[src/rtl/alu_bus_ctrl.sv]
// alu_bus_ctrl: bus-mapped sequencer that drives a combinational ALU, waits EXEC_CYCLES, captures the result.
// Ports: clk, reset_n (async low); bus s_sel/s_wr/s_addr/s_din -> s_dout (registered);
// ALU side alu_a/alu_b/alu_op out, alu_result in. Optional macro ALU_BUS_CTRL_IRQ_EN adds o_irq + IRQ_EN at offset 6.
module alu_bus_ctrl #(
  parameter int ADDR_W      = 8,
  parameter int DATA_W      = 32,
  parameter int EXEC_CYCLES = 2
) (
  input  logic              clk,
  input  logic              reset_n,
  input  logic              s_sel,
  input  logic              s_wr,
  input  logic [ADDR_W-1:0] s_addr,
  input  logic [DATA_W-1:0] s_din,
  output logic [DATA_W-1:0] s_dout,
  output logic [DATA_W-1:0] alu_a,
  output logic [DATA_W-1:0] alu_b,
  output logic [3:0]        alu_op,
  input  logic [DATA_W-1:0] alu_result
`ifdef ALU_BUS_CTRL_IRQ_EN
  ,
  output logic              o_irq
`endif
);
  typedef enum logic [1:0] {IDLE, EXEC, CAPTURE, DONE} state_t;
  state_t state_q, state_d;
  logic [DATA_W-1:0] opa_q, opa_d, opb_q, opb_d, res_q, res_d, a_q, a_d, b_q, b_d, dout_q, dout_d, rdata;
  logic [3:0] opc_q, opc_d, op_q, op_d, cnt_q, cnt_d;
  logic done_q, done_d, err_q, err_d, busy, wr, start, clr, irq_bit;
  logic [2:0] a;
  logic unused_addr;
  assign unused_addr = ^s_addr[ADDR_W-1:3];
  assign a     = s_addr[2:0];
  assign busy  = (state_q == EXEC) || (state_q == CAPTURE);
  // Bus writes to operands and CTRL are dropped while a computation is in flight.
  assign wr    = s_sel && s_wr && !busy;
  assign start = wr && a == 3'd3 && s_din[0];
  assign clr   = wr && a == 3'd3 && s_din[1];
`ifdef ALU_BUS_CTRL_IRQ_EN
  logic irq_en_q, irq_en_d, irq_q;
  assign irq_en_d = (s_sel && s_wr && a == 3'd6) ? s_din[0] : irq_en_q;
  assign irq_bit  = irq_en_q;
  assign o_irq    = irq_q;
`else
  assign irq_bit  = 1'b0;
`endif
  always_comb begin
    rdata = a == 3'd0 ? opa_q :
            a == 3'd1 ? opb_q :
            a == 3'd2 ? DATA_W'(opc_q) :
            a == 3'd4 ? DATA_W'({err_q, done_q, busy}) :
            a == 3'd5 ? res_q :
            a == 3'd6 ? DATA_W'(irq_bit) : '0;
    dout_d = (s_sel && !s_wr) ? rdata : '0;
    opa_d = (wr && a == 3'd0) ? s_din : opa_q;
    opb_d = (wr && a == 3'd1) ? s_din : opb_q;
    opc_d = (wr && a == 3'd2) ? s_din[3:0] : opc_q;
  end
  always_comb begin
    state_d = state_q;
    cnt_d   = cnt_q;
    res_d   = res_q;
    done_d  = done_q;
    err_d   = err_q;
    a_d     = a_q;
    b_d     = b_q;
    op_d    = op_q;
    case (state_q)
      IDLE, DONE: begin
        if (start) begin
          a_d    = opa_q;
          b_d    = opb_q;
          // Opcodes with bit3 set are illegal: finish immediately with an error and a zero result.
          op_d   = opc_q[3] ? 4'd0 : opc_q;
          res_d  = opc_q[3] ? '0 : res_q;
          err_d  = opc_q[3];
          done_d = opc_q[3];
          cnt_d  = 4'(EXEC_CYCLES - 1);
          state_d = opc_q[3] ? DONE : EXEC;
        end else if (clr) begin
          done_d  = 1'b0;
          err_d   = 1'b0;
          state_d = IDLE;
        end
      end
      EXEC: begin
        cnt_d   = cnt_q == 4'd0 ? cnt_q : cnt_q - 4'd1;
        state_d = cnt_q == 4'd0 ? CAPTURE : EXEC;
      end
      default: begin
        res_d   = alu_result;
        done_d  = 1'b1;
        state_d = DONE;
      end
    endcase
  end
  always_ff @(posedge clk or negedge reset_n) begin
    if (!reset_n) begin
      state_q <= IDLE;
      cnt_q   <= '0;
      opa_q   <= '0;
      opb_q   <= '0;
      opc_q   <= '0;
      res_q   <= '0;
      done_q  <= 1'b0;
      err_q   <= 1'b0;
      a_q     <= '0;
      b_q     <= '0;
      op_q    <= '0;
      dout_q  <= '0;
    end else begin
      state_q <= state_d;
      cnt_q   <= cnt_d;
      opa_q   <= opa_d;
      opb_q   <= opb_d;
      opc_q   <= opc_d;
      res_q   <= res_d;
      done_q  <= done_d;
      err_q   <= err_d;
      a_q     <= a_d;
      b_q     <= b_d;
      op_q    <= op_d;
      dout_q  <= dout_d;
    end
  end
`ifdef ALU_BUS_CTRL_IRQ_EN
  always_ff @(posedge clk or negedge reset_n) begin
    if (!reset_n) begin
      irq_en_q <= 1'b0;
      irq_q    <= 1'b0;
    end else begin
      irq_en_q <= irq_en_d;
      irq_q    <= done_d & irq_en_d;
    end
  end
`endif
  assign s_dout = dout_q;
  assign alu_a  = a_q;
  assign alu_b  = b_q;
  assign alu_op = op_q;
endmodule

[config.mk]
export PLATFORM = sky130hd
export DESIGN_NAME = alu_bus_ctrl
export DESIGN_NICKNAME = d
export VERILOG_FILES = /design/src/rtl/alu_bus_ctrl.sv
export SDC_FILE = /design/constraint.sdc
export NUM_CORES = 1
export LEC_CHECK = 0
export CAP_MARGIN = 20
export CELL_PAD_IN_SITES_DETAIL_PLACEMENT = 1
export CELL_PAD_IN_SITES_GLOBAL_PLACEMENT = 2
export CORE_UTILIZATION = 25
export DETAILED_ROUTE_END_ITERATION = 8
export PLACE_DENSITY = 0.66
export SETUP_SLACK_MARGIN = 0.2
export SYNTH_ARGS = -nofsm -noshare
export SYNTH_HDL_FRONTEND = slang
export SYNTH_SLANG_ARGS = --single-unit
[constraint.sdc]
create_clock -name clk -period 3.47 [get_ports clk]
set_input_delay 0.694 -clock clk [delete_from_list [all_inputs] [get_ports clk]]
set_output_delay 0.694 -clock clk [all_outputs]
set_load 0.02 [all_outputs]
==> impl_metrics.py, run 1 <==
metrics = {
    "clock_tree": {
        "post-cts-setup-buffers": 0,
        "insertion_delay_ns": 0.52,
        "cts.sinks": 207,
        "numCtsBuffers": 25,
        "cts_resized": 0,
        "ctsHoldBuffers": 0,
        "cts-root-buf": "clkbuf_16",
        "cts_tree": "yes",
        "htreeDepth": 1,
        "clkTransAtPathRegs_ns": 0.06,
        "cts_max_path_buffers": 3,
    },
    "synth": {
        "syn_inst": 749,
        "syn-mean-instance-area_um2": 11.2,
        "synth_nets": 829,
        "ys_seq_elements": 207,
        "ys_seq_area_share_pct": 61.6,
        "syn_area_um2": 8410,
        "ys_warn_count": 0,
        "synth_cell_type_count": 43,
    },
    "floorplan": {
        "coreArea_um2": 32800,
        "fp.dieW_um": 185,
        "dieArea_um2": 34400,
        "rows": 66,
        "start_util_pct": 25.7,
        "ios": 176,
        "die_h_um": 185,
    },
    "placement": {
        "dpl_worst_slack_ns": 0.560,
        "gp_congestion": 0.748,
        "dp_hpwl_um": 16700,
        "dpl_cell_area_um2": 10500,
        "portBuffers": 169,
    },
    "power": {
        "p_leak_nw": 5.32,
        "irDropWorstVdd_mv": 0.312,
        "power_density_nw_per_um2": 789,
    },
    "layout": {
        "fin_nets": 994,
        "syn_to_final_growth_pct": 35.0,
        "n_antenna_cell": 0,
        "layout-drive-gt1-share_pct": 14.9,
        "fill_cells": 3631,
        "final_common_cell": "nand2_1",
        "final_util_pct": 34.6,
        "layout_common_cells": "nand2_1, dfrtp_1, clkdlybuf4s50_1, mux2_2, a22o_1",
        "design_area_um2": 11400,
    },
    "sta": {
        "drv_slew": 0,
        "setup_slack_ns": 0.973,
        "rsz0062_at_grt": "no",
        "setup_tns_ns": 0,
        "hold_viol_final": 0,
        "setup_viol": 0,
        "slew_headroom_pct": 32.0,
        "layout_worst_path_cycle_share_pct": 72.0,
        "skew_ns": 0.0112,
        "max_freq_ghz": 0.400,
        "period_minus_slack_ns": 2.50,
        "worst_pin_slew_ns": 1.02,
    },
    "worst_setup_path": {
        "cp_cell_sequence": "inv_1, ha_1, and3_1, nand2_4, buf_4, a211oi_1, a221o_1",
        "end_kind": "register",
        "critPathArrivalTime_ns": 2.90,
        "cp_max_fo": 32,
        "path_class": "register to register",
        "slowest_delay_ns": 0.47,
        "cp-start-kind": "register",
        "crit_required_ns": 3.87,
        "slowest_stage": "ha_1",
    },
    "grt": {
        "grt_overflow": 0,
        "grt_max_degree": 73,
        "antenna_found_initial": 2,
        "grt_usage_pct": 15.5,
        "grt_pass1_wl_um": 40600,
        "grt_pass1_vias": 6866,
    },
    "status": {
        "outcome": "completed",
    },
    "route": {
        "drc": 0,
        "postRouteAntennaNets": 0,
        "num_vias": 6125,
        "drtIter0Drc": 205,
        "routed_via_density": 4.46,
        "drt-pass1-iter-count": 4,
        "wirelength_um": 25900,
        "wire_per_inst_um": 18.9,
    },
    "hold_path": {
        "hp-class": "input pin to asynchronous set/reset pin",
    },
    "job": {
        "cap_violations": 0,
    },
}
registers in the layout, indices dropped and copies added (netlist names):
register  count
alu_b        32
done_q        1
cnt_q         4
state_q       2
opc_q         4
opa_q        32
alu_a        32
opb_q        32
res_q        32
alu_op        3
s_dout       32
err_q         1
per-stage QoR:
| step | std cells | total power, mW | hold slack (ns) |
|---|---|---|---|
| 2_1_floorplan | 749 | 5.37 | 0.398 |
| 5_1_grt | 1372 | 9.52 | 0.173 |
| 3_5_place_dp | 1329 | 6.43 | 0.466 |
| 4_1_cts | 1372 | 9.11 | 0.161 |
| 6_report | 1372 | 8.96 | 0.152 |
| 3_3_place_gp | 1329 | 6.35 | 0.458 |
synthesized netlist by cell type (all sizes together):
library cell | instances | area [µm²]
nand2 | 258 | 976
dfrtp | 207 | 5180
mux2 | 68 | 766
buf | 33 | 241
nor2 | 33 | 140
a22o | 32 | 280
o221ai | 28 | 245
clkbuf | 17 | 63.8
o21ai | 10 | 50.1
inv | 7 | 26.3
nor2b | 6 | 37.5
nand3b | 5 | 37.5
a21oi | 4 | 20.0
ha | 4 | 50.1
mux2i | 4 | 40.0
nand3 | 4 | 25.0
a21o | 3 | 30.0
a221o | 3 | 30.0
nand2b | 3 | 18.8
nor3 | 3 | 26.3
a211oi | 2 | 15.0
and3 | 2 | 12.5
o31ai | 2 | 15.0
a211o | 1 | 8.76
a221oi | 1 | 8.76
a31oi | 1 | 6.26
and2 | 1 | 6.26
and4b | 1 | 13.8
conb | 1 | 3.75
nand4b | 1 | 8.76
nor3b | 1 | 7.51
o21bai | 1 | 7.51
o22a | 1 | 8.76
or3 | 1 | 6.26
report_power, final:
part,internal (mW),leakage (nW),switching [mW]
Clock,1.57,0.404,1.03
Sequential,3.22,2.71,0.520
Combinational,1.26,2.20,1.36
Total,6.05,5.32,2.91
cell type report:
cell class	instances	area (µm²)	share of cell area, %
Sequential cell	207	5180	45.6
Tap cell	442	553	4.87
Multi-Input combinational cell	485	2920	25.7
Clock inverter	10	110	0.969
Clock buffer	33	706	6.21
Inverter	7	26.3	0.231
Timing Repair Buffer	188	1870	16.4
kinds of logic after synthesis:
family	share of synthesized area (%)
other	0.0446
adders and majority gates	0.595
buffers and inverters	3.94
muxes	9.58
and+or+nand+nor	15.6
AOI/OAI and AO/OA	8.63
DFF	61.6
critical path, delay by kind of cell, from the launching register on:
family | cells | cell delay, ns
simple gates | 2 | 0.72
fa+ha+maj | 1 | 0.47
buf+inv | 2 | 0.42
compound gates | 2 | 0.42
flops | 1 | 0.35
worst paths after layout:
kind,to,from,cells past startpoint,slack (ns)
worst max register to register,cnt_q[2],state_q[0],7,0.97
worst min-delay path,alu_a[1],reset_n,1,0.15
min in group clk,alu_op[2],alu_op[2],2,0.47
worst min register to register,alu_op[2],alu_op[2],2,0.47
worst max-delay path,cnt_q[2],state_q[0],7,0.97
max in group asynchronous,alu_a[14],reset_n,2,2.43
metal layers:
| layer | global-route usage (%) | part of all wire [%] | vias to the layer above |
|---|---|---|---|
| li1 | - | - | 2862 |
| met1 | 20.7 | 46 | 3098 |
| met2 | 25.5 | 47 | 124 |
| met3 | 3.24 | 5.5 | 37 |
| met4 | 3.64 | 1.6 | 4 |
| met5 | 0 | 0.085 | - |
Note: power is estimated with default switching activity, not from simulation.
==> inputs of run 2 (changes only) <==
Settings changed: PLACE_DENSITY 0.66 to 0.69.
Clock period 3.47 ns to 2.2 ns, I/O delays scaled along.
==> impl_metrics.py, run 2 (synthesis gave the netlist of run 1 again) <==
metrics = {
    "status": {
        "outcome": "completed",
    },
    "worst_setup_path": {
        "slowest_delay_ns": 0.62,
        "slowest_stage": "clkdlybuf4s50_1",
        "r2r_slack_ns": 0.30,
        "worst_r2r_endpoint": "cnt_q[0]",
        "end_kind": "output port",
        "path_class": "register to output port",
        "cp_cell_sequence": "clkdlybuf4s50_1",
        "r2r_cells": 7,
        "timing.rr.start": "state_q[0]",
        "critPathArrivalTime_ns": 1.51,
        "crit_family": "buffers and inverters",
        "cp_max_fo": 2,
        "crit_required_ns": 1.76,
        "cp-start-kind": "register",
        "cp_num_buf_inv": 1,
    },
    "power": {
        "irDropWorstVdd_mv": 0.660,
        "p_leak_nw": 5.56,
        "p_total_mw": 14.2,
        "power_density_nw_per_um2": 1230,
    },
    "clock_tree": {
        "htreeDepth": 1,
        "cts_tree": "yes",
        "clkTransAtPathRegs_ns": 0.06,
        "insertion_delay_ns": 0.52,
        "post-cts-setup-buffers": 0,
        "numCtsBuffers": 24,
        "cts_max_path_buffers": 3,
        "cts-root-buf": "clkbuf_16",
        "cts.sinks": 207,
    },
    "floorplan": {
        "start_util_pct": 25.7,
        "fp.dieW_um": 185,
        "die_h_um": 185,
        "coreArea_um2": 32800,
        "ios": 176,
        "rows": 66,
        "dieArea_um2": 34400,
    },
    "sta": {
        "drv_slew": 0,
        "layout_worst_path_cycle_share_pct": 88.4,
        "slew_headroom_pct": 55.2,
        "max_freq_ghz": 0.514,
        "worst_pin_slew_ns": 0.670,
        "period_minus_slack_ns": 1.95,
        "setup_viol": 0,
        "rsz0062_at_grt": "no",
        "hold_viol_final": 0,
        "skew_ns": 0.00923,
    },
    "route": {
        "num_vias": 6221,
        "routed_via_density": 4.47,
        "drtIter0Drc": 261,
        "wirelength_um": 26200,
        "wire_per_inst_um": 18.8,
        "drt-pass1-iter-count": 4,
        "postRouteAntennaNets": 0,
        "drc": 0,
    },
    "job": {
        "cap_violations": 0,
    },
    "placement": {
        "dpl_cell_area_um2": 10800,
        "gp_congestion": 0.723,
        "dp.cells": 1348,
        "portBuffers": 169,
        "dp_hpwl_um": 17100,
    },
    "grt": {
        "grt_overflow": 0,
        "grt_usage_pct": 15.6,
        "grt_pass1_wl_um": 40900,
        "antenna_found_initial": 1,
        "grt_pass1_vias": 6855,
        "grt_max_degree": 68,
    },
    "layout": {
        "layout_common_cells": "nand2_1, dfrtp_1, clkdlybuf4s50_1, mux2_2, a22o_1",
        "layout-drive-gt1-share_pct": 16.6,
        "fin_nets": 1014,
        "final_common_cell": "nand2_1",
        "design_area_um2": 11600,
        "stdcell_count": 1393,
        "syn_to_final_growth_pct": 38.1,
    },
    "hold_path": {
        "hp-class": "input pin to asynchronous set/reset pin",
    },
}
==> run 2: changes by cell type in the layout (fill, tap and decap cells not counted), sizes merged <==
cell,before,now
buf,22,41
diode,0,1
clkdlybuf4s50,166,158
clkbuf,33,37
bufinv,2,1
clkinv,6,3
inv,8,7
nor2,33,34
dlygate4sd3,0,1
dlymetal6s2s,0,8
==> run 2: layer usage <==
metal	vias up	GRT usage [%]	wire length, µm
li1	2900	-	-
met5	-	0	0
met1	3166	21.1	12100
met2	119	26.0	12500
met3	36	2.63	1180
met4	0	3.54	508
==> run 2: cell type report <==
type	count	area (µm²)
Fill cell	3625	21200
Sequential cell	207	5180
Multi-Input combinational cell	486	2950
Timing Repair Buffer	208	2130
Clock buffer	37	721
Tap cell	442	553
Clock inverter	5	52.6
Inverter	7	26.3
Antenna cell	1	2.50
==> run 2: per-stage QoR <==
step	hold slack, ns	TNS, ns	setup WS, ns	utilization, %
global placement	0.346	-3.08	-0.0984	32.8
global route	0.399	0	0.202	35.4
detailed placement	0.349	-3.69	-0.117	32.8
floorplan	0.144	0	0.233	-
finish	0.384	0	0.255	35.4
CTS	0.381	0	0.204	35.3
==> run 2: worst max path at each step <==
stage	start	to	depth (start not counted)
CTS	alu_b[4]	alu_b[4]	1
global route	s_dout[13]	s_dout[13]	1
floorplan	state_q[1]	opb_q[11]	6
detailed placement	s_addr[1]	opa_q[23]	5
finish	alu_b[1]	alu_b[1]	1
global placement	s_addr[1]	opa_q[25]	5
==> run 2: timing repair <==
| item | in CTS | in global routing |
|---|---|---|
| resized for setup | 3 | 13 |
| hold buffers | 1 | 0 |
| pin swaps | 1 | 1 |
| gates cloned | 1 | 0 |
| endpoints found under the hold margin | 31 | 0 |
| setup endpoints to repair | 34 | 54 |
==> run 2: report_power, final <==
group | switching [mW] | internal, mW | total (mW)
Combinational | 2.26 | 2.13 | 4.38
Clock | 1.59 | 2.35 | 3.94
Sequential | 0.834 | 5.08 | 5.91
==> inputs of run 3 (changes only) <==
Clock period 2.2 ns to 1.56 ns, I/O delays scaled along.
==> impl_metrics.py, run 3 (synthesis gave the netlist of run 1 again) <==
metrics = {
    "status": {
        "outcome": "complete, but fails checks",
        "violations": "negative setup slack",
    },
    "route": {
        "drt-pass1-iter-count": 4,
        "postRouteAntennaNets": 0,
        "wire_per_inst_um": 19.5,
        "num_vias": 6686,
        "wirelength_um": 29200,
        "routed_via_density": 4.47,
        "drc": 0,
        "drtIter0Drc": 294,
    },
    "floorplan": {
        "coreArea_um2": 32800,
        "start_util_pct": 25.7,
        "dieArea_um2": 34400,
        "fp.dieW_um": 185,
        "die_h_um": 185,
        "rows": 66,
        "ios": 176,
    },
    "worst_setup_path": {
        "end_kind": "register",
        "crit_start": "state_q[1]",
        "slowest_delay_ns": 0.40,
        "critPathArrivalTime_ns": 2.27,
        "cp_cell_sequence": "ha_4, and3_4, buf_12, and2_4, buf_6, buf_6, clkbuf_16, nand2_2, nand2_1",
        "worst_r2r_endpoint": "alu_a[15]",
        "r2r_cells": 9,
        "cp-endpoint": "alu_a[15]",
        "crit_required_ns": 2.02,
        "slowest_stage": "dfrtp_1",
        "path_class": "register to register",
        "r2r_slack_ns": -0.24,
        "timing.rr.start": "state_q[1]",
        "path_common_cell": "buf_6",
        "cp-start-kind": "register",
        "cp_max_fo": 6,
    },
    "power": {
        "irDropWorstVdd_mv": 0.860,
        "p_int_mw": 15.6,
        "p_leak_nw": 6.56,
        "seqPwrFrac_pct": 37.5,
        "swShare_pct": 32.6,
        "p_switching_mw": 7.52,
        "power_density_nw_per_um2": 1730,
        "p_total_mw": 23.1,
        "pwr-share-clk_pct": 26.3,
        "pwr-share-comb_pct": 36.3,
    },
    "clock_tree": {
        "cts-root-buf": "clkbuf_16",
        "cts_max_path_buffers": 3,
        "clkTransAtPathRegs_ns": 0.06,
        "cts.sinks": 207,
        "insertion_delay_ns": 0.52,
        "htreeDepth": 1,
        "cts_tree": "yes",
        "numCtsBuffers": 26,
    },
    "layout": {
        "regArea_um2": 5180,
        "final_common_cell": "nand2_1",
        "layout_common_cells": "nand2_1, dfrtp_1, buf_6, buf_4, clkdlybuf4s50_1",
        "layout-drive-gt1-share_pct": 40.4,
        "fin_nets": 1117,
        "syn_to_final_growth_pct": 58.3,
        "n_antenna_cell": 0,
        "multi_input_area_um2": 3440,
        "fill_cells": 3486,
        "stdcell_count": 1496,
    },
    "placement": {
        "portBuffers": 169,
        "gp_congestion": 0.782,
        "dp.cells": 1375,
        "dp_hpwl_um": 18200,
    },
    "grt": {
        "grt_overflow": 0,
        "grt_usage_pct": 16.9,
        "grt_max_degree": 50,
        "antenna_found_initial": 0,
        "grt_pass1_wl_um": 43800,
        "grt_pass1_vias": 7279,
    },
    "job": {
        "cap_violations": 0,
    },
    "sta": {
        "skew_ns": 0.0146,
        "setup_slack_ns": -0.243,
        "period_minus_slack_ns": 1.80,
        "max_freq_ghz": 0.555,
        "rsz0062_at_grt": "yes",
        "setup_viol": 174,
        "layout_worst_path_cycle_share_pct": 116,
        "drv_slew": 0,
        "hold_viol_final": 0,
    },
    "hold_path": {
        "hold_depth": 4,
        "hp-class": "input pin to register",
    },
}
[run 3: worst min path at each step]
stage | to | startpoint
6_report | s_dout[3] | s_addr[0]
5_1_grt | s_dout[3] | s_addr[0]
4_1_cts | s_dout[3] | s_addr[0]
3_5_place_dp | alu_op[1] | reset_n
3_3_place_gp | s_dout[1] | reset_n
2_1_floorplan | alu_a[0] | reset_n
[run 3: power groups by stage]
stage	clock, mW	combinational [mW]	sequential [mW]
detailed placement	0	6.80	8.52
global placement	0	6.65	8.46
global route	6.48	9.04	8.85
CTS	6.24	7.84	8.56
finish	6.07	8.37	8.65
floorplan	0	3.59	8.72
[run 3: through the flow]
stage | hold WS, ns | instance area (µm²) | utilization (%) | worst slack [ns] | TNS [ns]
after global placement | 0.276 | 11200 | 34.3 | -0.600 | -103.01
after detailed placement | 0.278 | 11200 | 34.3 | -0.588 | -102.16
after CTS | 0.278 | 12800 | 39.0 | -0.230 | -28.82
final | 0.308 | 13300 | 40.6 | -0.243 | -29.73
after floorplan | 0.0164 | 8710 | - | -0.289 | -20.90
after global routing | 0.305 | 13300 | 40.6 | -0.304 | -39.67
[run 3: what timing repair did]
item / CTS / global route
setup endpoints to repair: 306 / 304
pin swaps: 9 / 19
resized for setup: 612 / 93
setup buffers: 37 / 27
endpoints found under the hold margin: 39 / 0
hold buffers: 1 / 0
cloned: 9 / 2
[run 3: layout make-up]
class                      instances  share of cell area [%]
inverter                           7                   0.197
timing repair buffer             305                    24.4
tap                              442                    4.15
clock inverter                    11                   0.892
clock buffer                      34                    5.64
multi-input combinational        490                    25.8
sequential                       207                    38.9
[run 3: routing by layer]
metal	global-route usage (%)	wire length (µm)	up-vias
met5	0	0	-
met1	22.4	13200	3406
met4	3.50	452	0
li1	-	-	3118
met3	2.24	1050	33
met2	29.0	14500	129
[run 3: critical path: cells and delay by family (launching register included)]
family	cells	cell delay, ns
buffers and inverters	4	0.48
adder cells (fa/ha/maj)	1	0.32
AND/OR/NAND/NOR	4	0.53
flip-flops	1	0.40
